==> src/rtl/variable_table_scheduler_if.sv <==
// Client-side handshake bundle for the variable table scheduler.
// Carries the init sweep, flip requests and the two shared read ports.
interface variable_table_scheduler_if #(
  parameter int unsigned AW = 11
);
  logic          start_init;
  logic          init_bit;
  logic          init_done;
  logic          flip_valid;
  logic          flip_ready;
  logic [AW-1:0] flip_addr;
  logic          flip_done;
  logic          flip_old;
  logic          rd0_valid;
  logic          rd0_ready;
  logic [AW-1:0] rd0_addr;
  logic          rd1_valid;
  logic          rd1_ready;
  logic [AW-1:0] rd1_addr;
  logic          rd_rvalid;
  logic          rd_rid;
  logic          rd_rdata;

  modport master (
    output start_init, init_bit, flip_valid, flip_addr,
           rd0_valid, rd0_addr, rd1_valid, rd1_addr,
    input  init_done, flip_ready, flip_done, flip_old,
           rd0_ready, rd1_ready, rd_rvalid, rd_rid, rd_rdata
  );

  modport slave (
    input  start_init, init_bit, flip_valid, flip_addr,
           rd0_valid, rd0_addr, rd1_valid, rd1_addr,
    output init_done, flip_ready, flip_done, flip_old,
           rd0_ready, rd1_ready, rd_rvalid, rd_rid, rd_rdata
  );
endinterface

==> src/rtl/variable_table_scheduler.sv <==
// Owns port A of the 1b read-first variable table (init sweep, read-modify-write flips)
// and round-robins read-only port B between the clause evaluator (rd0) and break-count unit (rd1).
module variable_table_scheduler #(
  parameter int unsigned VARIABLE_ADDRESS_WIDTH = 11
) (
  input  logic                              clk,
  input  logic                              rst,
  variable_table_scheduler_if.slave         bus,
  output logic                              tbl_en_a,
  output logic                              tbl_we_a,
  output logic                              tbl_din_a,
  output logic [VARIABLE_ADDRESS_WIDTH-1:0] tbl_addr_a,
  input  logic                              tbl_dout_a,
  output logic                              tbl_en_b,
  output logic [VARIABLE_ADDRESS_WIDTH-1:0] tbl_addr_b,
  input  logic                              tbl_dout_b
);

  localparam int unsigned     AW        = VARIABLE_ADDRESS_WIDTH;
  localparam logic [AW-1:0]   LAST_ADDR = {AW{1'b1}};

  typedef enum logic [1:0] {
    S_IDLE    = 2'd0,
    S_INIT    = 2'd1,
    S_FLIP_RD = 2'd2,
    S_FLIP_WR = 2'd3
  } state_t;

  state_t        r_state;
  state_t        w_state_nxt;
  logic [AW-1:0] r_cnt;
  logic [AW-1:0] r_flip_addr;
  logic          r_flip_old;
  logic          r_flip_done;
  logic          r_init_done;
  logic          r_rr_ptr;
  logic          r_rvalid;
  logic          r_rid;

  logic          w_flip_ready;
  logic          w_flip_accept;
  logic          w_init_active;
  logic          w_flip_busy;
  logic          w_elig0;
  logic          w_elig1;
  logic          w_gnt0;
  logic          w_gnt1;

  // State register
  always_ff @(posedge clk or posedge rst) begin
    if (rst) r_state <= S_IDLE;
    else     r_state <= w_state_nxt;
  end

  // Next-state logic; start_init has priority over a same-cycle flip
  always_comb begin
    w_state_nxt = r_state;
    case (r_state)
      S_IDLE: begin
        if (bus.start_init)      w_state_nxt = S_INIT;
        else if (bus.flip_valid) w_state_nxt = S_FLIP_RD;
      end
      S_INIT: begin
        if (r_cnt == LAST_ADDR)  w_state_nxt = S_IDLE;
      end
      S_FLIP_RD:                 w_state_nxt = S_FLIP_WR;
      S_FLIP_WR:                 w_state_nxt = S_IDLE;
      default:                   w_state_nxt = S_IDLE;
    endcase
  end

  // Port A drive and flip handshake, decoded from the current state
  always_comb begin
    tbl_en_a      = 1'b0;
    tbl_we_a      = 1'b0;
    tbl_din_a     = 1'b0;
    tbl_addr_a    = '0;
    w_flip_ready  = 1'b0;
    w_init_active = 1'b0;
    w_flip_busy   = 1'b0;
    case (r_state)
      S_IDLE: begin
        w_flip_ready = ~bus.start_init;
      end
      S_INIT: begin
        w_init_active = 1'b1;
        tbl_en_a      = 1'b1;
        tbl_we_a      = 1'b1;
        tbl_din_a     = bus.init_bit;
        tbl_addr_a    = r_cnt;
      end
      S_FLIP_RD: begin
        w_flip_busy = 1'b1;
        tbl_en_a    = 1'b1;
        tbl_addr_a  = r_flip_addr;
      end
      S_FLIP_WR: begin
        w_flip_busy = 1'b1;
        tbl_en_a    = 1'b1;
        tbl_we_a    = 1'b1;
        tbl_din_a   = ~tbl_dout_a;
        tbl_addr_a  = r_flip_addr;
      end
      default: begin
        w_flip_ready = 1'b0;
      end
    endcase
  end

  assign w_flip_accept = bus.flip_valid & w_flip_ready;

  // Sweep counter, flip address/old-value capture and completion pulses
  always_ff @(posedge clk or posedge rst) begin
    if (rst) begin
      r_cnt       <= '0;
      r_flip_addr <= '0;
      r_flip_old  <= 1'b0;
      r_flip_done <= 1'b0;
      r_init_done <= 1'b0;
    end else begin
      r_init_done <= (r_state == S_INIT) && (r_cnt == LAST_ADDR);
      r_flip_done <= (r_state == S_FLIP_WR);
      if ((r_state == S_IDLE) && bus.start_init) r_cnt <= '0;
      else if (r_state == S_INIT)                r_cnt <= r_cnt + AW'(1);
      if (w_flip_accept)          r_flip_addr <= bus.flip_addr;
      if (r_state == S_FLIP_WR)   r_flip_old  <= tbl_dout_a;
    end
  end

  // Port B arbitration; a reader aimed at the in-flight flip address waits until it lands
  always_comb begin
    w_elig0 = bus.rd0_valid && !w_init_active && !(w_flip_busy && (bus.rd0_addr == r_flip_addr));
    w_elig1 = bus.rd1_valid && !w_init_active && !(w_flip_busy && (bus.rd1_addr == r_flip_addr));
    w_gnt0  = w_elig0 && (!w_elig1 || !r_rr_ptr);
    w_gnt1  = w_elig1 && (!w_elig0 ||  r_rr_ptr);
    tbl_en_b   = w_gnt0 | w_gnt1;
    tbl_addr_b = '0;
    if (w_gnt0)      tbl_addr_b = bus.rd0_addr;
    else if (w_gnt1) tbl_addr_b = bus.rd1_addr;
  end

  // Round-robin pointer and read-return tagging
  always_ff @(posedge clk or posedge rst) begin
    if (rst) begin
      r_rr_ptr <= 1'b0;
      r_rvalid <= 1'b0;
      r_rid    <= 1'b0;
    end else begin
      if (w_gnt0)      r_rr_ptr <= 1'b1;
      else if (w_gnt1) r_rr_ptr <= 1'b0;
      r_rvalid <= w_gnt0 | w_gnt1;
      r_rid    <= w_gnt1;
    end
  end

  assign bus.flip_ready = w_flip_ready;
  assign bus.flip_done  = r_flip_done;
  assign bus.flip_old   = r_flip_old;
  assign bus.init_done  = r_init_done;
  assign bus.rd0_ready  = w_gnt0;
  assign bus.rd1_ready  = w_gnt1;
  assign bus.rd_rvalid  = r_rvalid;
  assign bus.rd_rid     = r_rid;
  assign bus.rd_rdata   = tbl_dout_b;

endmodule
==> src/flat_wrapper.sv <==
// flat-port wrapper written by rule: the top's interface ports become plain ports
module variable_table_scheduler_flat 
#(
  parameter int unsigned VARIABLE_ADDRESS_WIDTH = 11
)
  (clk, rst, tbl_en_a, tbl_we_a, tbl_din_a, tbl_addr_a, tbl_dout_a, tbl_en_b, tbl_addr_b, tbl_dout_b, bus_start_init, bus_init_bit, bus_flip_valid, bus_flip_addr, bus_rd0_valid, bus_rd0_addr, bus_rd1_valid, bus_rd1_addr, bus_init_done, bus_flip_ready, bus_flip_done, bus_flip_old, bus_rd0_ready, bus_rd1_ready, bus_rd_rvalid, bus_rd_rid, bus_rd_rdata);
  variable_table_scheduler_if bus_i ();
  input  logic clk;
  input  logic rst;
  output logic tbl_en_a;
  output logic tbl_we_a;
  output logic tbl_din_a;
  output logic [VARIABLE_ADDRESS_WIDTH-1:0] tbl_addr_a;
  input  logic tbl_dout_a;
  output logic tbl_en_b;
  output logic [VARIABLE_ADDRESS_WIDTH-1:0] tbl_addr_b;
  input  logic tbl_dout_b;
  input wire logic [$bits(bus_i.start_init)-1:0] bus_start_init;
  input wire logic [$bits(bus_i.init_bit)-1:0] bus_init_bit;
  input wire logic [$bits(bus_i.flip_valid)-1:0] bus_flip_valid;
  input wire logic [$bits(bus_i.flip_addr)-1:0] bus_flip_addr;
  input wire logic [$bits(bus_i.rd0_valid)-1:0] bus_rd0_valid;
  input wire logic [$bits(bus_i.rd0_addr)-1:0] bus_rd0_addr;
  input wire logic [$bits(bus_i.rd1_valid)-1:0] bus_rd1_valid;
  input wire logic [$bits(bus_i.rd1_addr)-1:0] bus_rd1_addr;
  output wire logic [$bits(bus_i.init_done)-1:0] bus_init_done;
  output wire logic [$bits(bus_i.flip_ready)-1:0] bus_flip_ready;
  output wire logic [$bits(bus_i.flip_done)-1:0] bus_flip_done;
  output wire logic [$bits(bus_i.flip_old)-1:0] bus_flip_old;
  output wire logic [$bits(bus_i.rd0_ready)-1:0] bus_rd0_ready;
  output wire logic [$bits(bus_i.rd1_ready)-1:0] bus_rd1_ready;
  output wire logic [$bits(bus_i.rd_rvalid)-1:0] bus_rd_rvalid;
  output wire logic [$bits(bus_i.rd_rid)-1:0] bus_rd_rid;
  output wire logic [$bits(bus_i.rd_rdata)-1:0] bus_rd_rdata;
  assign bus_i.start_init = bus_start_init;
  assign bus_i.init_bit = bus_init_bit;
  assign bus_i.flip_valid = bus_flip_valid;
  assign bus_i.flip_addr = bus_flip_addr;
  assign bus_i.rd0_valid = bus_rd0_valid;
  assign bus_i.rd0_addr = bus_rd0_addr;
  assign bus_i.rd1_valid = bus_rd1_valid;
  assign bus_i.rd1_addr = bus_rd1_addr;
  assign bus_init_done = bus_i.init_done;
  assign bus_flip_ready = bus_i.flip_ready;
  assign bus_flip_done = bus_i.flip_done;
  assign bus_flip_old = bus_i.flip_old;
  assign bus_rd0_ready = bus_i.rd0_ready;
  assign bus_rd1_ready = bus_i.rd1_ready;
  assign bus_rd_rvalid = bus_i.rd_rvalid;
  assign bus_rd_rid = bus_i.rd_rid;
  assign bus_rd_rdata = bus_i.rd_rdata;
  variable_table_scheduler #(.VARIABLE_ADDRESS_WIDTH(VARIABLE_ADDRESS_WIDTH)) u_core (.clk(clk), .rst(rst), .bus(bus_i), .tbl_en_a(tbl_en_a), .tbl_we_a(tbl_we_a), .tbl_din_a(tbl_din_a), .tbl_addr_a(tbl_addr_a), .tbl_dout_a(tbl_dout_a), .tbl_en_b(tbl_en_b), .tbl_addr_b(tbl_addr_b), .tbl_dout_b(tbl_dout_b));
endmodule
==> config.mk <==
export PLATFORM = sky130hd
export DESIGN_NAME = variable_table_scheduler_flat
export DESIGN_NICKNAME = d
export VERILOG_FILES = /design/src/rtl/variable_table_scheduler_if.sv /design/src/rtl/variable_table_scheduler.sv /design/src/flat_wrapper.sv
export SDC_FILE = /design/constraint.sdc
export NUM_CORES = 1
export LEC_CHECK = 0
export ABC_AREA = 1
export BUFFER_PORTS_ARGS = -buffer_cell sky130_fd_sc_hd__buf_2
export CORE_MARGIN = 5
export CORE_UTILIZATION = 49
export CTS_CLUSTER_DIAMETER = 150
export DETAILED_ROUTE_END_ITERATION = 10
export PLACE_DENSITY = 0.8
export SLEW_MARGIN = 5
export SYNTH_ARGS = -nofsm -noshare
export SYNTH_HDL_FRONTEND = slang
export SYNTH_SLANG_ARGS = --single-unit
==> constraint.sdc <==
create_clock -name clk -period 1.7 [get_ports clk]
set_clock_uncertainty 0.15 [all_clocks]
set_input_delay 0 -clock clk [delete_from_list [all_inputs] [get_ports clk]]
set_output_delay 0 -clock clk [all_outputs]
set_load 0.01 [all_outputs]
Word level (Yosys, flattened, before mapping)
Index checks and enable logic that the tools add are counted.
{"block": "word_totals", "reg_bits": 30, "input_bits": 42, "out_inout_bits": 35, "wordCells": 64}
{"block": "op_classes", "add_sub_neg": 1, "n_eq_ne": 8, "muxes": 17, "bitwise_logic": 4, "n_reduce_logical": 25}
{"operator": "$mux 11", "count": 4}
{"operator": "$eq 11x11->1", "count": 2}
{"operator": "$pmux 11 s2", "count": 1}
{"operator": "$add 11x1->11 const B", "count": 1}
{"operator": "$eq 11x11->1 const B", "count": 1}
{"operator": "$logic_and 1x1->1", "count": 10}
{"operator": "$pmux 2 s4", "count": 1}
{"operator": "$mux 1", "count": 7}
{"operator": "$logic_not 1->1", "count": 6}
{"operator": "$mux 2", "count": 3}
{"operator": "$eq 2x2->1 const B", "count": 2}
{"operator": "$reduce_bool 2->1", "count": 2}
{"operator": "$reduce_or 2->1", "count": 2}
{"operator": "$ne 3x3->1 const B", "count": 1}
{"operator": "$reduce_or 3->1", "count": 1}
{"operator": "$eq 2x1->1 const B", "count": 1}
{"operator": "$logic_not 2->1", "count": 1}
{"operator": "$logic_or 1x1->1", "count": 2}
{"operator": "$ne 2x2->1 const B", "count": 1}
{"operator": "$not 1->1", "count": 2}
{"operator": "$pmux 1 s2", "count": 1}
{"operator": "$reduce_and 2->1", "count": 1}
{"operator": "$and 1x1->1", "count": 1}
{"operator": "$or 1x1->1", "count": 1}

Logic depth before layout (Yosys ltp)
Gate-level depths: netlist of the first run.
{"block": "logic_depth", "word_depth": 11, "ltp_mapped": 11}

Worst setup path after synthesis of the first run
Ideal clock, no wire load.
{"block": "synth_path", "path_kind": "register to register", "startpoint": "reg u_core.r_cnt[0]", "endpoint": "reg u_core.r_cnt[10]", "setup_time_ns": 0.113, "arrival_time_ns": 1.297, "required_time_ns": 1.437, "slack_ns": 0.140, "stages_incl_launch_ff": 9, "path_buffers": 0, "path_cell_list": "dfrtp_1 > ha_1 > nand3_1 > nor3_2 > nand3_1 > o21ai_2 > o21ai_0 > nand2_1 > inv_1"}
{"block": "synth_between", "elab_chain_len": 3}
{"element": "start, declared", "line": "variable_table_scheduler.sv:31", "text": "logic [AW-1:0] r_cnt;"}
{"element": "start signal, assigned", "line": "variable_table_scheduler.sv:124", "text": "else if (r_state == S_INIT) r_cnt <= r_cnt + AW'(1);"}
{"element": "$add 11x1->11", "line": "variable_table_scheduler.sv:124"}
{"element": "$mux 11", "line": "variable_table_scheduler.sv:124"}
{"element": "$mux 11", "line": "variable_table_scheduler.sv:123", "text": "if ((r_state == S_IDLE) && bus.start_init) r_cnt <= '0;"}
Every way passes these cells. The select of a mux whose other input is x is not followed.
A chain may end at the register's enable or synchronous reset.

Worst setup path after layout of the first run
{"block": "layout_path", "startpoint": "reg u_core.r_flip_addr[9]", "endpoint": "out tbl_addr_b[1]"}
{"block": "layout_between", "elab_chain_len": 9}
{"element": "start, declared", "line": "variable_table_scheduler.sv:32", "text": "logic [AW-1:0] r_flip_addr;"}
{"element": "start signal, assigned", "line": "variable_table_scheduler.sv:125", "text": "if (w_flip_accept) r_flip_addr <= bus.flip_addr;"}
{"element": "$eq 11x11->1", "line": "variable_table_scheduler.sv:132", "text": "w_elig0 = bus.rd0_valid && !w_init_active && !(w_flip_busy && (bus.rd0_addr == r_flip_addr));"}
{"element": "$logic_and 1x1->1", "line": "variable_table_scheduler.sv:132"}
{"element": "$logic_not 1->1", "line": "variable_table_scheduler.sv:132"}
{"element": "$logic_and 1x1->1", "line": "variable_table_scheduler.sv:132"}
{"element": "$logic_not 1->1", "line": "variable_table_scheduler.sv:135", "text": "w_gnt1 = w_elig1 && (!w_elig0 || r_rr_ptr);"}
{"element": "$logic_or 1x1->1", "line": "variable_table_scheduler.sv:135"}
{"element": "$logic_and 1x1->1", "line": "variable_table_scheduler.sv:135"}
{"element": "$mux 11", "line": "variable_table_scheduler.sv:139", "text": "else if (w_gnt1) tbl_addr_b = bus.rd1_addr;"}
{"element": "$mux 11 (*)", "line": "variable_table_scheduler.sv:138", "text": "if (w_gnt0) tbl_addr_b = bus.rd0_addr;"}
{"element": "end, declared", "line": "flat_wrapper.sv:16", "text": "output logic [VARIABLE_ADDRESS_WIDTH-1:0] tbl_addr_b;"}
Mark *: on every way between the ends. The rest lies on a longest branch, timed or not.

==> results of run 1 <==
[worst reg2reg max path: stages (launching register included)]
cell and delay, ns:
dfrtp_1 0.39, ha_2 0.24, nand3_4 0.10, nor3_4 0.21, nand3_2 0.13, o21ai_2 0.19
o21ai_1 0.08, nand2_1 0.06, inv_1 0.03
[stage by stage]
step	TNS [ns]	worst slack, ns
2_1_floorplan	0	0.140
3_3_place_gp	0	0.0688
3_5_place_dp	0	0.0216
4_1_cts	-1.89	-0.151
5_1_grt	-4.74	-0.356
6_report	-2.65	-0.219
[cell type report]
type,instances,area share [%]
Clock buffer,7,2.76
Multi-Input combinational cell,225,39.5
Inverter,53,6.51
Tap cell,50,2.00
Sequential cell,30,24.0
Timing Repair Buffer,119,25.1
Clock inverter,1,0.160
[state kept, by name (all words and copies together), names as in the netlist]
name	cells
u_core.bus.init_done	1
u_core.bus.rd_rid	1
u_core.bus.flip_done	1
u_core.bus.rd_rvalid	1
u_core.r_cnt	11
u_core.r_flip_addr	11
u_core.r_rr_ptr	1
u_core.bus.flip_old	1
u_core.r_state	2
[cell usage after synthesis]
master / count
buf_2: 5
nor2_1: 35
nand4_1: 1
a21oi_1: 17
nand2_1: 100
o21ai_0: 14
dfrtp_1: 30
buf_6: 2
nor2_2: 1
nand3_2: 2
buf_4: 2
nor2_4: 1
ha_1: 1
inv_1: 51
nand3_1: 29
clkbuf_1: 2
xnor2_1: 2
o31ai_1: 2
nor4_1: 1
nor3_2: 2
o211ai_1: 1
nor3_1: 1
clkinv_2: 1
nand3b_1: 1
inv_2: 1
or2_1: 1
o21ai_1: 1
o22ai_1: 9
o21ai_2: 1
[cells by family after synthesis]
logic type | count (synthesis)
xor+xnor | 2
compound gates | 45
simple gates | 175
fa+ha+maj | 1
buf+inv | 64
flops | 30
[report_power, final]
group	total [uW]	switching [uW]	leakage, uW	internal (uW)
logic	224	120	0.00135	104
registers	734	10.4	0.000338	724
clock network	602	276	0.0000482	326
total	1560	407	0.00174	1150
[cell usage in the layout, fill, tap and decap left out, drive strengths merged]
| master | count |
|---|---|
| buf | 103 |
| nand2 | 100 |
| inv | 52 |
| nor2 | 37 |
| nand3 | 33 |
| dfrtp | 30 |
| a21oi | 17 |
| dlygate4sd3 | 16 |
| o21ai | 16 |
| o22ai | 9 |
| clkbuf | 7 |
| nor3 | 3 |
| xnor2 | 2 |
| o31ai | 2 |
| clkinv | 2 |
| o211ai | 1 |
| nand3b | 1 |
| or2 | 1 |
| nand4 | 1 |
| nor4 | 1 |
| ha | 1 |
[worst max path at each step]
stage / from / end / cells past startpoint
4_1_cts: u_core.r_flip_addr[8]$_DFFE_PP0P_ / tbl_addr_b[4] / 10
3_5_place_dp: u_core.r_cnt[1]$_DFFE_PP0P_ / u_core.r_cnt[10]$_DFFE_PP0P_ / 8
3_3_place_gp: u_core.r_state[1]$_DFFE_PP0P_ / u_core.r_rr_ptr$_DFFE_PP0P_ / 6
5_1_grt: u_core.r_flip_addr[5]$_DFFE_PP0P_ / tbl_addr_b[3] / 10
6_report: u_core.r_flip_addr[9]$_DFFE_PP0P_ / tbl_addr_b[1] / 11
2_1_floorplan: u_core.r_cnt[0]$_DFFE_PP0P_ / u_core.r_cnt[10]$_DFFE_PP0P_ / 8
[layer usage]
layer	share of wire, %	wire length (um)
met3	9.1	649
met1	38	2730
met4	2.4	170
met5	0	0
met2	50	3600
[repair_timing]
item	CTS	global route
endpoints found under the hold margin	44	0
hold buffers	16	0
setup buffers	6	10
cloned	3	0
pin swaps	16	13
resized for setup	45	29
endpoints found under the setup margin	14	26
==> metrics.md, run 1 <==
| Metric | Value |
|---|---|
| Outcome | finished, violations left |
| Failing checks | negative setup slack |
| Maximum clock rate | 521 MHz |
| Final worst slack | -0.219 ns |
| Critical path launch point type | flip-flop |
| Yosys warns | 0 |
| Syn Inst Count | 317 |
| Library cells used by synthesis | 29 |
| Worst Tran Pin Value | 0.397 ns |
| Total power | 1560 uW |
| Slew Limit Headroom | 73.3% |
| GR Util met3 | approximately 5.3% |
| CTS max path bufs | 2 |
| Simple-Gate Fraction of Synth Area | 36.3% |
| CTS Root Cell | clkbuf_8 |
| Post-Syn Area | between 2000 and 2500 sq um |
| Non-Filler Instances | 485 |
| # IOs | between 70 and 80 |
| Yosys reg bits | 30 |
| CP peak stage delay | ~0.40 ns |
| Num CTS Buffers | 5 |
| GRT busiest layer | met2 |
| Core area | 4030 sq um |
| Xor/xnor cell area share of the yosys netlist | less than 1% |
| Register area | 752 sq um |
| Skew-Pair Late Insertion Delay | between 0.2 and 0.3 ns |
| HP Class | input port to flip-flop |
| RSZ-0062 raised after global routing | true |
| Reg-to-reg slack, setup | about 0.02 ns |
| Die height | 74.5 um |
| Layout area overhead | 53.5% |
| Leading area contributor after synthesis | dfrtp_1 |
| Final hold vios | 0 |
| Via/cell ratio | ~5.4 |
| First DRT Iteration DRCs | roughly 270 |
| Leakage | 0.00174 uW |
| GRT met1 Usage | 30.3% |
| Syn Nets | 360 |
| Tot GR Track Use | 25.1% |
| Adder-cell share of the synthesized area | 0.613% |
| Fillcell total | slightly above 300 |
| R2R Path End | u_core.r_cnt[10]$_DFFE_PP0P_ |
| First-pass GRT wire length | 10.6 mm |
| Worst VDD drop | 0.500 mV |
| Kind of critical path | flip-flop to output port |
| TritonRoute pass-1 iters | 5 |
| Fin crit share | 113% |
| Antenna violations before repair | 0 |
| Multi-input logic area | 1240 sq um |
| Synth Area in Compound Gates | 12.1% |
| Fin. max-slew vios | 0 |
| GPL Wtd Cong | 0.943 |
| Number of routed nets with antenna violations | 0 |
| Synth top area share | between 30% and 40% |
| Delay-heaviest family, CP | simple AND/OR/NAND/NOR gates |
| H-Tree Depth | 2 |
| Syn avg cell area | 6.43 sq um |
| Max cap viols | 0 |
| Die W | 74.5 um |
| PwrDens | approximately 500 nW/um^2 |
| Main combinational cell family by area after synthesis | simple AND/OR/NAND/NOR gates |
| Cell Chain, Critical Path | inv_2 > nand2_1 > nand2_1 > nor2_1 > nand2_1 > nor2_2 > a21oi_2 > buf_6 > nand3_2 > nand2_1 > buf_2 |
| Slowest CP cell | dfrtp_1 |
| CP bufs+invs | 3 |
| Fin util | 77.7% |
| Clock-pin slew on the worst setup and hold paths | 0.06 ns |
| DIE AREA | 5550 sq um |
| DR vias | between 2000 and 3000 |
| WL final | 7.14 mm |
| Final setup fails | 14 |
| Gr ovfl total | 0 |
| Vias in the first global route | 2379 |
| Register area share after synthesis | 36.8% |
| Dpl cells | 442 |
| CTS tree | built |
| Initial Utilization | between 50% and 60% |
| Critical path capture point type | output port |
| Critical path fanouts, max | 8 |
| Most used cell, CP | nand2_1 |
| Hold Path End | u_core.bus.rd_rid$_DFF_PP0_ |
| Hold path cells | 6 |
| Placed inst area | 2490 sq um |
| Routed WL per cell | ~15 um |
| Ant. Diodes | 0 |
| RR Startpoint | u_core.r_cnt[1]$_DFFE_PP0P_ |
| Final HPWL DP | 4.60 mm |
| Crit path time final | 1.92 ns |
| CP required | 1.55 ns |
| Rows | 23 |
| GR Util met2 | 44.0% |
| Layout cells sized above 1 | 39.5% |
| Area contributors post-synth | dfrtp_1 (37%), nand2_1 (18%), inv_1 (9.4%) |
| Post-synthesis mux area share | 0% |
| Final Cell Area | 3130 sq um |
| Largest net degree at the start of global routing | 31 |
| Clock sinks | 30 |
| Hold slack | 0.106 ns |
| DRC viols | 0 |
| Min-delay src | bus_rd1_valid |
| Nets | 477 |
| IO Port Bufs | 74 |
| Arrival time at the worst endpoint | 1.77 ns |
| R2R cell count | 8 |
Power figures use the tool's default switching activity.
==> inputs of run 2 (changes only) <==
--- a/config.mk
+++ b/config.mk
@@ -6,12 +6,14 @@
 export NUM_CORES = 1
 export LEC_CHECK = 0
 export ABC_AREA = 1
-export BUFFER_PORTS_ARGS = -buffer_cell sky130_fd_sc_hd__buf_2
+export BUFFER_PORTS_ARGS = -buffer_cell sky130_fd_sc_hd__buf_4
+export CELL_PAD_IN_SITES_DETAIL_PLACEMENT = 1
+export CELL_PAD_IN_SITES_GLOBAL_PLACEMENT = 2
 export CORE_MARGIN = 5
-export CORE_UTILIZATION = 49
+export CORE_UTILIZATION = 25
 export CTS_CLUSTER_DIAMETER = 150
 export DETAILED_ROUTE_END_ITERATION = 10
-export PLACE_DENSITY = 0.8
+export PLACE_DENSITY_LB_ADDON = 0.1
 export SLEW_MARGIN = 5
 export SYNTH_ARGS = -nofsm -noshare
 export SYNTH_HDL_FRONTEND = slang
==> run 2 against run 1 <==
Compared with the run above: the flow still finishes with violations (negative setup slack); flip-flop and latch count is the same; register-to-register slack gained 0.07 ns; utilization shrank 35 points; combinational power grew 13%; via count shrank 5.5%.
==> metrics.md, run 2 (same netlist as run 1, synthesis figures left out) <==
| Metric | Value |
|---|---|
| First-pass GRT wire length | 12.9 mm (was 10.6 mm) |
| Layout area overhead | 71.3% (was 53.5%) |
| Crit path time final | 1.92 ns (about the same) |
| Number of routed nets with antenna violations | 0 (unchanged) |
| Max cap viols | 0 (unchanged) |
| Placed inst area | 2840 sq um (was 2490 sq um) |
| Fin util | 43.2% (was 77.7%) |
| Leakage | 0.00184 uW (was 0.00174 uW) |
| Hold slack | 0.109 ns (was 0.106 ns) |
| Initial Utilization | 25.2% (was 50.6%) |
| Outcome | finished, violations left (unchanged) |
| Kind of critical path | flip-flop to output port (unchanged) |
| Most common cell after layout, fill and taps aside | buf_4 (was nand2_1) |
| H-Tree Depth | 2 (unchanged) |
| Arrival time at the worst endpoint | 1.77 ns (about the same) |
| Fin crit share | 113% (about the same) |
| Die height | 100 um (was 74.5 um) |
| Pre-CTS setup slack | -0.0645 ns (was 0.0216 ns) |
| TNS Setup | -2.57 ns (was -2.65 ns) |
| Failing checks | negative setup slack (unchanged) |
| Critical path launch point type | flip-flop (unchanged) |
| Fin. max-slew vios | 0 (unchanged) |
| Final Cell Area | 3490 sq um (was 3130 sq um) |
| DIE AREA | 10100 sq um (was 5550 sq um) |
| Tot GR Track Use | 16.4% (was 25.1%) |
| RSZ-0062 raised after global routing | true (unchanged) |
| Commonest non-fill, non-tap cells in the layout | buf_4 (94), nand2_1 (86), inv_1 (38) (was nand2_1 (91), buf_2 (72), inv_1 (38)) |
| HP Class | input port to flip-flop (unchanged) |
| DRC viols | 0 (unchanged) |
| Largest net degree at the start of global routing | 31 (unchanged) |
| Final HPWL DP | 6.02 mm (was 4.60 mm) |
| Biggest regs | u_core.r_cnt x11, u_core.r_flip_addr x11, u_core.r_state x2 (unchanged) |
| Rows | 33 (was 23) |
| Maximum clock rate | 521 MHz (about the same) |
| Critical path fanouts, max | 7 (was 8) |
| First DRT Iteration DRCs | 59 (was 266) |
| Worst Tran Pin Value | 0.451 ns (was 0.397 ns) |
| CTS max path bufs | 2 (unchanged) |
| Nets | 485 (was 477) |
| Layout cells sized above 1 | 42.2% (was 39.5%) |
| Core area | 8090 sq um (was 4030 sq um) |
| IO Port Bufs | 74 (unchanged) |
| Antenna violations before repair | 0 (unchanged) |
| Num CTS Buffers | 5 (unchanged) |
| Clock-pin slew on the worst setup and hold paths | 0.07 ns (was 0.06 ns) |
| CP required | 1.55 ns (about the same) |
| # IOs | 77 (unchanged) |
| Final worst slack | -0.218 ns (was -0.219 ns) |
| Slew Limit Headroom | 69.9% (was 73.3%) |
| GPL Wtd Cong | 0.801 (was 0.943) |
| CTS Root Cell | clkbuf_8 (unchanged) |
| Die W | 100 um (was 74.5 um) |
| Ant. Diodes | 0 (unchanged) |
| Gr ovfl total | 0 (unchanged) |
| CTS tree | built (unchanged) |
| TritonRoute pass-1 iters | 4 (was 5) |
| WL final | 8.33 mm (was 7.14 mm) |
| Worst VDD drop | 0.216 mV (was 0.500 mV) |
| Routed WL per cell | 15.2 um (was 14.7 um) |
| Skew-Pair Late Insertion Delay | 0.28 ns (about the same) |
| DR vias | 2471 (was 2615) |
| Vias in the first global route | 2598 (was 2379) |
| Critical path capture point type | output port (unchanged) |
| Final hold vios | 0 (unchanged) |
| Clock sinks | 30 (unchanged) |
| PwrDens | 458 nW/um^2 (was 499 nW/um^2) |
| Via/cell ratio | 4.51 (was 5.39) |
| Final setup fails | 14 (unchanged) |
==> run 2: changes by cell type in the layout (fill, tap and decap cells not counted), sizes merged <==
cell	delta
buf	+8
==> run 2: layout make-up <==
type	count	area [sq um]
Clock buffer	7	86.3
Clock inverter	1	5.00
Fill cell	1092	4600
Inverter	53	204
Multi-Input combinational cell	225	1250
Sequential cell	30	752
Tap cell	105	131
Timing Repair Buffer	127	1070
==> run 2: critical path, cell delays in order, from the launching register on <==
cell and delay [ns]:
dfrtp_1 0.41, inv_2 0.08, nor2_1 0.04, nor2_1 0.09, nand3b_1 0.09, nor2_2 0.19
nand2_2 0.13, nand3_4 0.17, nand3_2 0.08, nand2_1 0.08, buf_4 0.12
==> run 2: through the flow <==
| stage | power, uW | instances |
|---|---|---|
| 2_1_floorplan | 822 | 317 |
| 3_3_place_gp | 949 | 509 |
| 3_5_place_dp | 951 | 509 |
| 4_1_cts | 1620 | 545 |
| 5_1_grt | 1690 | 548 |
| 6_report | 1600 | 548 |
==> run 2: timing repair <==
item,4_1_cts,5_1_grt
gates cloned,4,0
endpoints found under the hold margin,44,0
pin swaps,6,21
resized for setup,39,55
endpoints found under the setup margin,23,35
setup buffers,8,4
hold buffers,16,0
==> run 2: final timing paths <==
path / cells past startpoint / slack, ns / to / startpoint
setup / recovery: 10 / -0.22 / tbl_addr_b[3] / u_core.r_flip_addr[4]$_DFFE_PP0P_
hold / removal: 6 / 0.11 / u_core.bus.rd_rid$_DFF_PP0_ / bus_rd1_valid
setup reg to reg: 8 / 0.09 / u_core.r_cnt[8]$_DFFE_PP0P_ / u_core.r_cnt[1]$_DFFE_PP0P_
hold reg to reg: 2 / 0.35 / u_core.bus.flip_old$_DFFE_PP0P_ / u_core.bus.flip_old$_DFFE_PP0P_
max in group asynchronous: 4 / 0.84 / u_core.r_state[1]$_DFFE_PP0P_ / rst
min in group asynchronous: 4 / 0.22 / u_core.bus.rd_rid$_DFF_PP0_ / rst
==> run 2: report_power, final <==
group	leakage (uW)	switching [uW]	total (uW)	internal, uW
clock network	0.0000482	287	614	327
registers	0.000338	9.79	733	724
logic	0.00145	119	253	134
==> run 2: layer usage <==
layer	part of all wire (%)	global-route usage (%)
met1	42	19.3
met2	52	30.9
met3	3.7	2.64
met4	1.8	4.04
met5	0	0
